## src/rtl/ballot_unit.sv

```systemverilog
// Ballot front end: synchronizes and debounces three candidate buttons and
// allows one accepted vote per issued ballot, freezing everything once polling closes.
module ballot_unit #(
  parameter int DEBOUNCE_CYCLES = 4
) (
  input  logic        clk,
  input  logic        rst,
  input  logic        i_btn_1,
  input  logic        i_btn_2,
  input  logic        i_btn_3,
  input  logic        i_ballot,
  input  logic        i_voting_over,
  output logic        o_vote_1,
  output logic        o_vote_2,
  output logic        o_vote_3,
  output logic        o_reject,
  output logic        o_ready,
  output logic        o_closed,
  output logic [31:0] o_votes_cast
);

  typedef enum logic [2:0] {
    IDLE   = 3'd0,
    ARMED  = 3'd1,
    VOTED  = 3'd2,
    REJECT = 3'd3,
    CLOSED = 3'd4
  } state_t;

  localparam logic [7:0] DB_LIMIT = 8'(DEBOUNCE_CYCLES);

  logic [2:0] btn;
  logic [2:0] sync_a;
  logic [2:0] sync_b;
  logic [2:0] db;
  logic [2:0] db_prev;
  logic [7:0] cnt [3];
  logic [2:0] press;
  logic       multi;
  logic       single_press;
  logic [2:0] vote;
  state_t     state;

  assign btn = {i_btn_3, i_btn_2, i_btn_1};

  // Two-flop synchronizer; the raw buttons are fully asynchronous.
  // NOTE: sequential state uses <= so every flop samples pre-edge values.
  always_ff @(posedge clk or negedge rst) begin
    if (!rst) begin
      sync_a <= '0;
      sync_b <= '0;
    end else begin
      sync_a <= btn;
      sync_b <= sync_a;
    end
  end

  // The debounced level flips only after DEBOUNCE_CYCLES consecutive disagreeing samples.
  always_ff @(posedge clk or negedge rst) begin
    if (!rst) begin
      db      <= '0;
      db_prev <= '0;
      for (int i = 0; i < 3; i++) cnt[i] <= '0;
    end else begin
      db_prev <= db;
      for (int i = 0; i < 3; i++) begin
        if (sync_b[i] != db[i]) begin
          if (cnt[i] + 8'd1 == DB_LIMIT) begin
            db[i]  <= ~db[i];
            cnt[i] <= '0;
          end else begin
            cnt[i] <= cnt[i] + 8'd1;
          end
        end else begin
          cnt[i] <= '0;
        end
      end
    end
  end

  assign press        = db & ~db_prev;
  assign multi        = (db[0] & db[1]) | (db[0] & db[2]) | (db[1] & db[2]);
  assign single_press = (press != 3'b000) && ((press & (press - 3'd1)) == 3'b000);

  // Ballot FSM; closing the poll overrides whatever this edge would otherwise do.
  always_ff @(posedge clk or negedge rst) begin
    if (!rst) begin
      state        <= IDLE;
      vote         <= '0;
      o_reject     <= 1'b0;
      o_ready      <= 1'b0;
      o_closed     <= 1'b0;
      o_votes_cast <= '0;
    end else begin
      vote     <= '0;
      o_reject <= 1'b0;
      if (i_voting_over) begin
        state    <= CLOSED;
        o_ready  <= 1'b0;
        o_closed <= 1'b1;
      end else begin
        case (state)
          IDLE: begin
            if (i_ballot) begin
              state   <= ARMED;
              o_ready <= 1'b1;
            end
          end
          ARMED: begin
            if (press != 3'b000) begin
              o_ready <= 1'b0;
              if (single_press && !multi) begin
                vote         <= press;
                o_votes_cast <= o_votes_cast + 32'd1;
                state        <= VOTED;
              end else begin
                o_reject <= 1'b1;
                state    <= REJECT;
              end
            end
          end
          VOTED: begin
            if (db == 3'b000) state <= IDLE;
          end
          REJECT: begin
            if (db == 3'b000) begin
              state   <= ARMED;
              o_ready <= 1'b1;
            end
          end
          CLOSED: begin
            o_closed <= 1'b1;
          end
          default: begin
            state   <= IDLE;
            o_ready <= 1'b0;
          end
        endcase
      end
    end
  end

  assign o_vote_1 = vote[0];
  assign o_vote_2 = vote[1];
  assign o_vote_3 = vote[2];

endmodule

```

## config.mk

```make
export PLATFORM = sky130hd
export DESIGN_NAME = ballot_unit
export DESIGN_NICKNAME = d
export VERILOG_FILES = /design/src/rtl/ballot_unit.sv
export SDC_FILE = /design/constraint.sdc
export NUM_CORES = 1
export LEC_CHECK = 0
export CAP_MARGIN = 20
export CORE_MARGIN = 4
export CORE_UTILIZATION = 50
export DETAILED_ROUTE_END_ITERATION = 7
export GPL_ROUTABILITY_DRIVEN = 0
export PLACE_DENSITY_LB_ADDON = 0.08
export SYNTH_ARGS = -nofsm -noshare
export SYNTH_HDL_FRONTEND = slang
export SYNTH_SLANG_ARGS = --single-unit
```

## constraint.sdc

```tcl
create_clock -name clk -period 3.35 [get_ports clk]
set_clock_uncertainty 0.05 [all_clocks]
set_input_delay 0.335 -clock clk [delete_from_list [all_inputs] [get_ports clk]]
set_output_delay 0.335 -clock clk [all_outputs]
set_load 0.05 [all_outputs]
```

==> results of run 1 <==
worst register-to-register path: stages (launching register included):
cell and delay (ns):
dfrtp_1 0.47, nand4_1 0.21, nor4_1 0.94, nand4_1 0.26, xnor2_1 0.18
worst paths after layout:
| path | slack [ns] | endpoint | depth (start not counted) |
|---|---|---|---|
| max | 1.13 | o_votes_cast[29] | 4 |
| min | 0.07 | cnt[15] | 1 |
| max reg2reg | 1.13 | o_votes_cast[29] | 4 |
| min reg2reg | 0.30 | sync_b[0] | 0 |
| max in group asynchronous | 2.59 | sync_a[0] | 1 |
| min in group clk | 0.30 | sync_b[0] | 0 |
cell families after synthesis:
group | count (synthesis) | synth area share (%)
xor gates and xnor gates | 51 | 12.98
and+or+nand+nor | 154 | 25.53
muxes | 3 | 0.9817
adders and majority gates | 4 | 1.455
buffers and inverters | 9 | 1.273
AOI/OAI and AO/OA | 9 | 1.782
DFF | 77 | 56.00
power groups by stage:
stage / Sequential (W) / Combinational, W / Clock (W)
after CTS: 0.00109 / 0.000306 / 0.000660
after global placement: 0.00110 / 0.000298 / 0
after global routing: 0.00111 / 0.000342 / 0.000692
final: 0.00109 / 0.000299 / 0.000634
after detailed placement: 0.00111 / 0.000303 / 0
after floorplan: 0.00109 / 0.000227 / 0
placed cells by master (no fill, tap or decap), types with 5 or more instances in the layout:
cell type	Yosys	layout
and3_1	15	15
clkbuf_8	0	11
clkdlybuf4s50_1	0	43
dfrtp_1	77	77
nand2_1	17	17
nand2b_1	6	6
nand3_1	18	18
nand4_1	21	21
nor2_1	27	27
nor2b_1	5	5
nor3_1	15	15
nor4_1	9	9
xnor2_1	27	27
xor2_1	24	24
state kept, by name (all words and copies together), names as in the netlist:
signal        cells
o_votes_cast     32
cnt              24
db                3
db_prev           3
state             3
sync_a            3
sync_b            3
vote              3
o_closed          1
o_ready           1
o_reject          1
through the flow:
| stage | utilization (%) | power [W] | instance area [um^2] | instances |
|---|---|---|---|---|
| finish | 63.20 | 0.002023 | 4128 | 439 |
| CTS | 63.20 | 0.002057 | 4128 | 439 |
| floorplan | - | 0.001315 | 3441 | 307 |
| detailed placement | 60.48 | 0.001412 | 3950 | 423 |
| global route | 63.20 | 0.002141 | 4128 | 439 |
| global placement | 60.48 | 0.001402 | 3950 | 423 |
layer usage:
layer,vias up,global-route usage [%],routed length (um)
met2,55,25.63,2915
li1,1186,-,-
met5,-,0,0
met1,1192,22.22,3090
met4,0,7.412,124
met3,10,5.785,315
layout make-up:
type / instances / area share [%]
sequential: 77 / 46.68
multi-input combinational: 221 / 35.62
timing repair buffer: 45 / 10.79
clock buffer: 12 / 3.759
tap: 77 / 2.334
clock inverter: 4 / 0.5456
inverter: 3 / 0.2728
==> impl_results.md, run 1 <==
- Largest cells by area after synthesis: dfrtp_1 56%, xnor2_1 6.9%, xor2_1 6.1%, nand4_1 3.8%, nor2_1 2.9%
- Critical path startpoint: o_votes_cast[0]
- Hold Worst Slack: 0.07271 ns
- Slowest cell delay on critical path: 0.94 ns
- TritonCTS clock tree: built
- DIE AREA: a little over 8000 um^2
- Final Hold Viols: 0
- Worst Setup End Kind: flip-flop
- DR vias: 2443
- Sw Pwr: 0.0005870 W
- Critical path class: flip-flop to flip-flop
- Core area: around 6500 um^2
- CP delay by family, top: simple AND/OR/NAND/NOR gates
- Register area: between 1500 and 2000 um^2
- Final TNS setup: 0 ns
- Number of warnings issued by yosys: 0
- # DRC: 0
- # resized after CTS: 0
- Final worst path period share: roughly two thirds
- Unique masters post-synth: 38
- EDFF count, synth: 0
- Multi-input gate area: between 1000 and 1500 um^2
- Fin. max-slew vios: 0
- Sequential share of the synthesized area: 56.00%
- Critical Path RT: 3.54 ns
- Slew of the pin with the lowest slew margin: 1.112 ns
- Port bufs: 44
- First-pass GRT wire length: 11.28 mm
- Syn_area_per_cell: 11.21 um^2
- Most instantiated cells after synthesis: 77 x dfrtp_1, 27 x nor2_1, 27 x xnor2_1
- Synth Register Bits: 77
- Most frequent CP cell: nand4_1
- HPWL after DPL: 4.321 mm
- Min-Delay Path Class: input port to async pin
- Final worst-path setup slack: roughly 1.1 ns
- Dominant cell type by area after synthesis: dfrtp_1
- Slowest cell on crit path: nor4_1
- Hold-fix buffers, CTS: 0
- Largest net degree at the start of global routing: between 70 and 80
- Htree depth: 3
- RSZ-0062 raised after global routing: false
- Sequential Power Share: ~54%
- Comb pwr share: between 10% and 20%
- Die extent in x: a little over 90 um
- Clock Path Buffers: 2
- Power density over the cells: 490.1 nW/um^2
- Final Critical Period: between 2 and 2.5 ns
- Area Growth Syn to Fin: 19.96%
- Initial antenna violation count: 0
- Status: complete, no violations
- Reg clk slew, reported paths: 0.08 ns
- Cell leakage power: 1.808 nW
- Worst path bufs/invs: 0
- Grt ovf: 0
- Wirelength per Cell: between 10 and 15 um
- Routed vias/inst: 5.565
- Cell with the most instances after synthesis: dfrtp_1
- Ports: 45
- Vias in the first global route: 2385
- Initial core utilization: 52.68%
- Syn nets: about 320
- CTS sink cnt: 77
- CP cell instances: nand4_1, nor4_1, nand4_1, xnor2_1
- Nets: between 300 and 400
- Mapped Area: 3441 um^2
- F_max: 451.2 MHz
- Clock Latency Late Sink: 0.35 ns
- VDD IR-drop max: 0.3900 mV
- Initial drt markers: 65
- Die H: between 90 and 100 um
- Max-cap viol count: 0
- Place WS: 0.8369 ns
- Final setup fails: 0
- Layout cell share with drive strength beyond 1: 7.182%
- Ys flop type: dfrtp_1
- Total global-route track usage: about 17%
- Share of flip-flops with an asynchronous set or reset: 100.0%
- Clock power share: 31.3%
- Sw frac: 29.02%
- Yosys top cell area share: 56.00%
- Int Pwr: between 0.001 and 0.0015 W
- Crit path DAT: 2.41 ns
- Worst setup SP type: flip-flop
- CTS Root Cell: clkbuf_8
- CTS buffer count: 9
- Routed wire length: about 6.4 mm
- Post-Synthesis Cells: between 300 and 400
- # fillers: 553
- Row Count: 29
- Relative slew slack: 25.16%
- Antenna Violating Nets Remaining: 0
- CP Max Fanout: 6
- Reg2reg start: o_votes_cast[0]
- Detailed Routing Iterations Pass 1: 4
- Post-CTS setup buffers: 0
- # diodes: 0
Note: power is estimated with default switching activity, not from simulation.
==> run 2: changes to the inputs <==
- CORE_UTILIZATION: 50 -> 49
- clock period: 3.35 -> 1.9 ns (I/O delays scaled with it)
==> run 2 against run 1 <==
Against the previous run:
- first-iteration DRC count unchanged
- count of clock-buffer cells in the layout unchanged
- hold slack better by 0.16 ns
- flip-flop and latch count unchanged
- power up 93%
- largest cell class unchanged
- clock power up 91%
- setup slack worse by 1.1 ns
- wire length up 7.1%
==> impl_results.md, run 2 (synthesis results as in run 1) <==
- Status: complete, no violations
- Slowest cell on crit path: clkdlybuf4s50_1
- Cell leakage power: 2.026 nW (+12%)
- RSZ-0062 raised after global routing: true
- Top reg by flops: o_votes_cast
- Htree depth: 3 (unchanged)
- Ports: 45 (unchanged)
- # diodes: 0 (unchanged)
- Max-cap viol count: 0 (unchanged)
- Final setup fails: 0 (unchanged)
- Die extent in x: 91.80 um (+0.92%)
- F_max: 536.4 MHz
- Grt ovf: 0 (unchanged)
- Clock Path Buffers: 2 (unchanged)
- Detailed Routing Iterations Pass 1: 4 (unchanged)
- Wirelength per Cell: 14.17 um (-3.5%)
- CTS buffer count: 9 (unchanged)
- CTS sink cnt: 77 (unchanged)
- Largest net degree at the start of global routing: 43 (-45%)
- Reg clk slew, reported paths: 0.08 ns (about the same)
- DIE AREA: 8426 um^2 (+1.9%)
- Final worst path period share: 98.12%
- # fillers: 564 (+2.0%)
- Critical Path RT: 1.66 ns (-1.88 ns)
- Register area: 1947 um^2 (+1.0%)
- Post-CTS setup buffers: 0 (unchanged)
- Min-Delay Path Class: input port to flip-flop
- Worst path bufs/invs: 1 (+1)
- Crit path DAT: 1.62 ns (-0.79 ns)
- Layout cell share with drive strength beyond 1: 20.72% (+14 points)
- Critical path class: flip-flop to output pin
- Area Growth Syn to Fin: 31.96%
- Most frequent cells in the layout: 61 x dfrtp_1, 38 x clkdlybuf4s50_1, 27 x xnor2_1, 27 x nor2_1, 27 x buf_4
- Initial antenna violation count: 0 (unchanged)
- Slew of the pin with the lowest slew margin: 0.5184 ns (-0.5939 ns)
- CTS Root Cell: clkbuf_8
- First-pass GRT wire length: 12.40 mm (+9.9%)
- Antenna Violating Nets Remaining: 0 (unchanged)
- Initial core utilization: 50.64% (-2.0 points)
- Final Hold Viols: 0 (unchanged)
- Final worst-path setup slack: 0.03574 ns (-1.098 ns)
- Finished Cell Area: 4541 um^2 (+10%)
- Placed cells: 470 (+11%)
- Port bufs: 44 (unchanged)
- Initial drt markers: 65 (unchanged)
- CP delay by family, top: buffers and inverters
- Critical path startpoint: o_votes_cast[21]
- DR vias: 2533 (+3.7%)
- Final Critical Period: 1.864 ns
- Max reg flops: 32 (unchanged)
- Clock Latency Late Sink: 0.34 ns (about the same)
- Power density over the cells: 860.5 nW/um^2 (+76%)
- Cell Area, Placed: 4298 um^2 (+8.8%)
- HPWL after DPL: 4.911 mm (+14%)
- Pwr Total: 0.003907 W (+93%)
- Routed vias/inst: 5.201 (-6.5%)
- TritonCTS clock tree: built
- Vias in the first global route: 2636 (+11%)
- Die H: 91.80 um (+0.92%)
- Post-route insts no fill: 487 (+11%)
- Relative slew slack: 65.38% (+40 points)
- CP cell instances: clkdlybuf4s50_1
- Commonest non-fill, non-tap cell in the layout: dfrtp_1
- Worst hold path startpoint: i_btn_2
- Multi-input gate area: 1580 um^2 (+7.5%)
- Fin. max-slew vios: 0 (unchanged)
- Slowest cell delay on critical path: 0.84 ns (-0.10 ns)
- Nets: 397 (+7.9%)
- # DRC: 0 (unchanged)
- CP Max Fanout: 4 (-2)
- Worst setup SP type: flip-flop
- Total global-route track usage: 18.28% (+1.4 points)
- Core area: 6794 um^2 (+4.0%)
- VDD IR-drop max: 0.6389 mV (+64%)
- Routed wire length: 6.900 mm (+7.1%)
- Row Count: 30 (+3.4%)
- Top flop regs: o_votes_cast (32), cnt (24)
- Place WS: -0.2073 ns (-1.044 ns)
- Worst Setup End Kind: output pin
- Reg2reg start: state[2]
==> run 2: worst paths after layout <==
check,end,slack (ns),cells past startpoint
worst min-delay path,sync_a[1],0.23,1
worst max register to register,o_votes_cast[27],0.09,4
max in group asynchronous,o_votes_cast[0],0.91,3
worst max-delay path,o_votes_cast[21],0.04,1
min in group asynchronous,vote[0],0.30,2
worst min register to register,sync_b[1],0.31,0
==> run 2: metrics by stage <==
step                      setup TNS [ns]  hold slack [ns]  utilization [%]
after detailed placement          -2.523           0.1328            63.26
after CTS                              0           0.2094            66.19
after global placement            -3.373           0.1300            63.19
after global routing           -0.003946           0.2195            66.83
after floorplan                  -0.1955          -0.1556                -
final                                  0           0.2283            66.83
==> run 2: routing by layer <==
layer  global-route usage (%)  part of all wire (%)  up-vias
li1                         -                     -     1238
met1                    25.30                    49     1246
met2                    28.06                    47       42
met3                    3.774                   3.3        7
met4                    7.673                   1.5        0
met5                        0                     0        -
==> run 2: area by class of cell <==
type | instances | share of cell area (%)
Clock buffer | 12 | 3.196
Multi-Input combinational cell | 221 | 34.80
Inverter | 3 | 0.2480
Clock inverter | 4 | 1.047
Tap cell | 96 | 2.645
Timing Repair Buffer | 74 | 15.18
Sequential cell | 77 | 42.88
==> run 2: what timing repair did <==
action                                 4_1_cts  5_1_grt
hold buffers                                 1        0
gates cloned                                 0        0
gates resized for setup                      3        9
setup endpoints to repair                    3       34
endpoints found under the hold margin       35        0
==> run 2: power by group <==
part           leakage, nW  internal, W  total (W)  switching (W)
Combinational        0.929     0.000382   0.000769       0.000387
Clock               0.0964     0.000640    0.00121       0.000571
Sequential            1.00      0.00178    0.00193       0.000147
Total                 2.03      0.00280    0.00391        0.00111
==> RTL change: new RTL, settings of run 1 <==
Encoding of `state_t`: now Gray code (3 bits for 5 states).
--- a/src/rtl/ballot_unit.sv
+++ b/src/rtl/ballot_unit.sv
@@ -21,9 +21,9 @@
 
   typedef enum logic [2:0] {
-    IDLE   = 3'd0,
-    ARMED  = 3'd1,
-    VOTED  = 3'd2,
-    REJECT = 3'd3,
-    CLOSED = 3'd4
+    IDLE   = 3'b000,
+    ARMED  = 3'b001,
+    VOTED  = 3'b011,
+    REJECT = 3'b010,
+    CLOSED = 3'b110
   } state_t;
 
Formal check against the unedited RTL: no difference found for any inputs over 10 cycles, from zero or initial values and one cycle with rst low; not proved beyond that.
==> RTL change against run 1 <==
- sequential power rose by 5%
- routed wire length rose by 8.2%
- synthesized area rose by 4.3%
- die area rose by 3.9%
- maximum frequency fell by 4.4%
- clock power rose by 20%
- final area rose by 4.7%
- sequential cell count did not move
- worst setup slack got worse by 100 ps
- power rose by 13%
- hold slack improved by 21 ps
- largest cell class unchanged
- largest power group unchanged
- highest routed layer unchanged
==> RTL change: results (changes against run 1) <==
status=finished clean (unchanged); Area after DPL=4110 µm² (was 3950 µm²); met2 usage=26.9% (was 25.6%); post-route insts no fill=473 (was 439); top cells by count, synth=dfrtp_1 (77), xnor2_1 (30), xor2_1 (24), nand2_1 (20), nor2_1 (20) (was dfrtp_1 (77), nor2_1 (27), xnor2_1 (27), xor2_1 (24), nand4_1 (21)); Post-Syn Nets=338 (was 318); RR Startpoint=db[1]$_DFFE_PN0P_ (was o_votes_cast[0]$_DFFE_PN0P_); Least-Margin Pin Slew=940 ps (was 1110 ps); Leakage=1.88 nW (was 1.81 nW); vias in the first global route=2,568 (was 2,385); first-pass GRT wire length=12,000 µm (was 11,300 µm); post-DP HPWL=4680 µm (was 4320 µm); pre-CTS setup slack=711 ps (was 837 ps); flop-to-flop setup slack=1030 ps (was 1130 ps); register area share after synthesis=53.7% (was 56.0%); Worst EP arrival=2540 ps (was 2410 ps); worst stage delay on the critical path=630 ps (was 940 ps); layout cell share with drive strength beyond 1=6.90% (was 7.18%); NumNets Final=385 (was 368); crit path max fanout=18 (was 6); DRT met1 WL=3400 µm (was 3090 µm); Placed Cells=458 (was 423); Iter 0 DRT Violations=114 (was 65); Synth area leaders=dfrtp_1 (54%), xnor2_1 (7.3%), xor2_1 (5.9%) (was dfrtp_1 (56%), xnor2_1 (6.9%), xor2_1 (6.1%)); maximum vdd drop=0.000227 V (was 0.000390 V); DR WL met2=3150 µm (was 2920 µm); count of cell types in the netlist=45 (was 38); worst hold slack=93.8 ps (was 72.7 ps); Via density=5.44 (was 5.56); Avg WL per Cell=14.7 µm (about the same); M1 GR Usage=24.1% (was 22.2%); fmax=0.431 GHz (was 0.451 GHz)
-- RTL change: cell types whose count changed after synthesis, moves of 3 or more --
cell     before  now
a31oi_1       0    3
and3_1       15   10
and4_1        2    5
inv_1         3    7
nand2_1      17   20
nor2_1       27   20
nor4_1        9   14
nor4b_1       3    0
xnor2_1      27   30
-- RTL change: where the power goes --
part	switching, W	internal [W]
registers	0.000115	0.00103
logic	0.000217	0.000169
clock network	0.000330	0.000432
-- RTL change: cell families after synthesis --
kind of cell | share of synthesized area, %
AND/OR/NAND/NOR | 23.6
adder cells (fa/ha/maj) | 1.74
AO/OA/AOI/OAI | 4.29
multiplexers | 1.50
buffers and inverters | 1.99
XOR/XNOR | 13.2
flip-flops | 53.7
-- RTL change: area by class of cell --
class                      instances  area [µm²]
multi-input combinational        233        1590
timing repair buffer              45         445
clock inverter                     5        75.1
clock buffer                      10         138
fill                             578        2550
inverter                           7        26.3
sequential                        77        1930
tap                               96         120
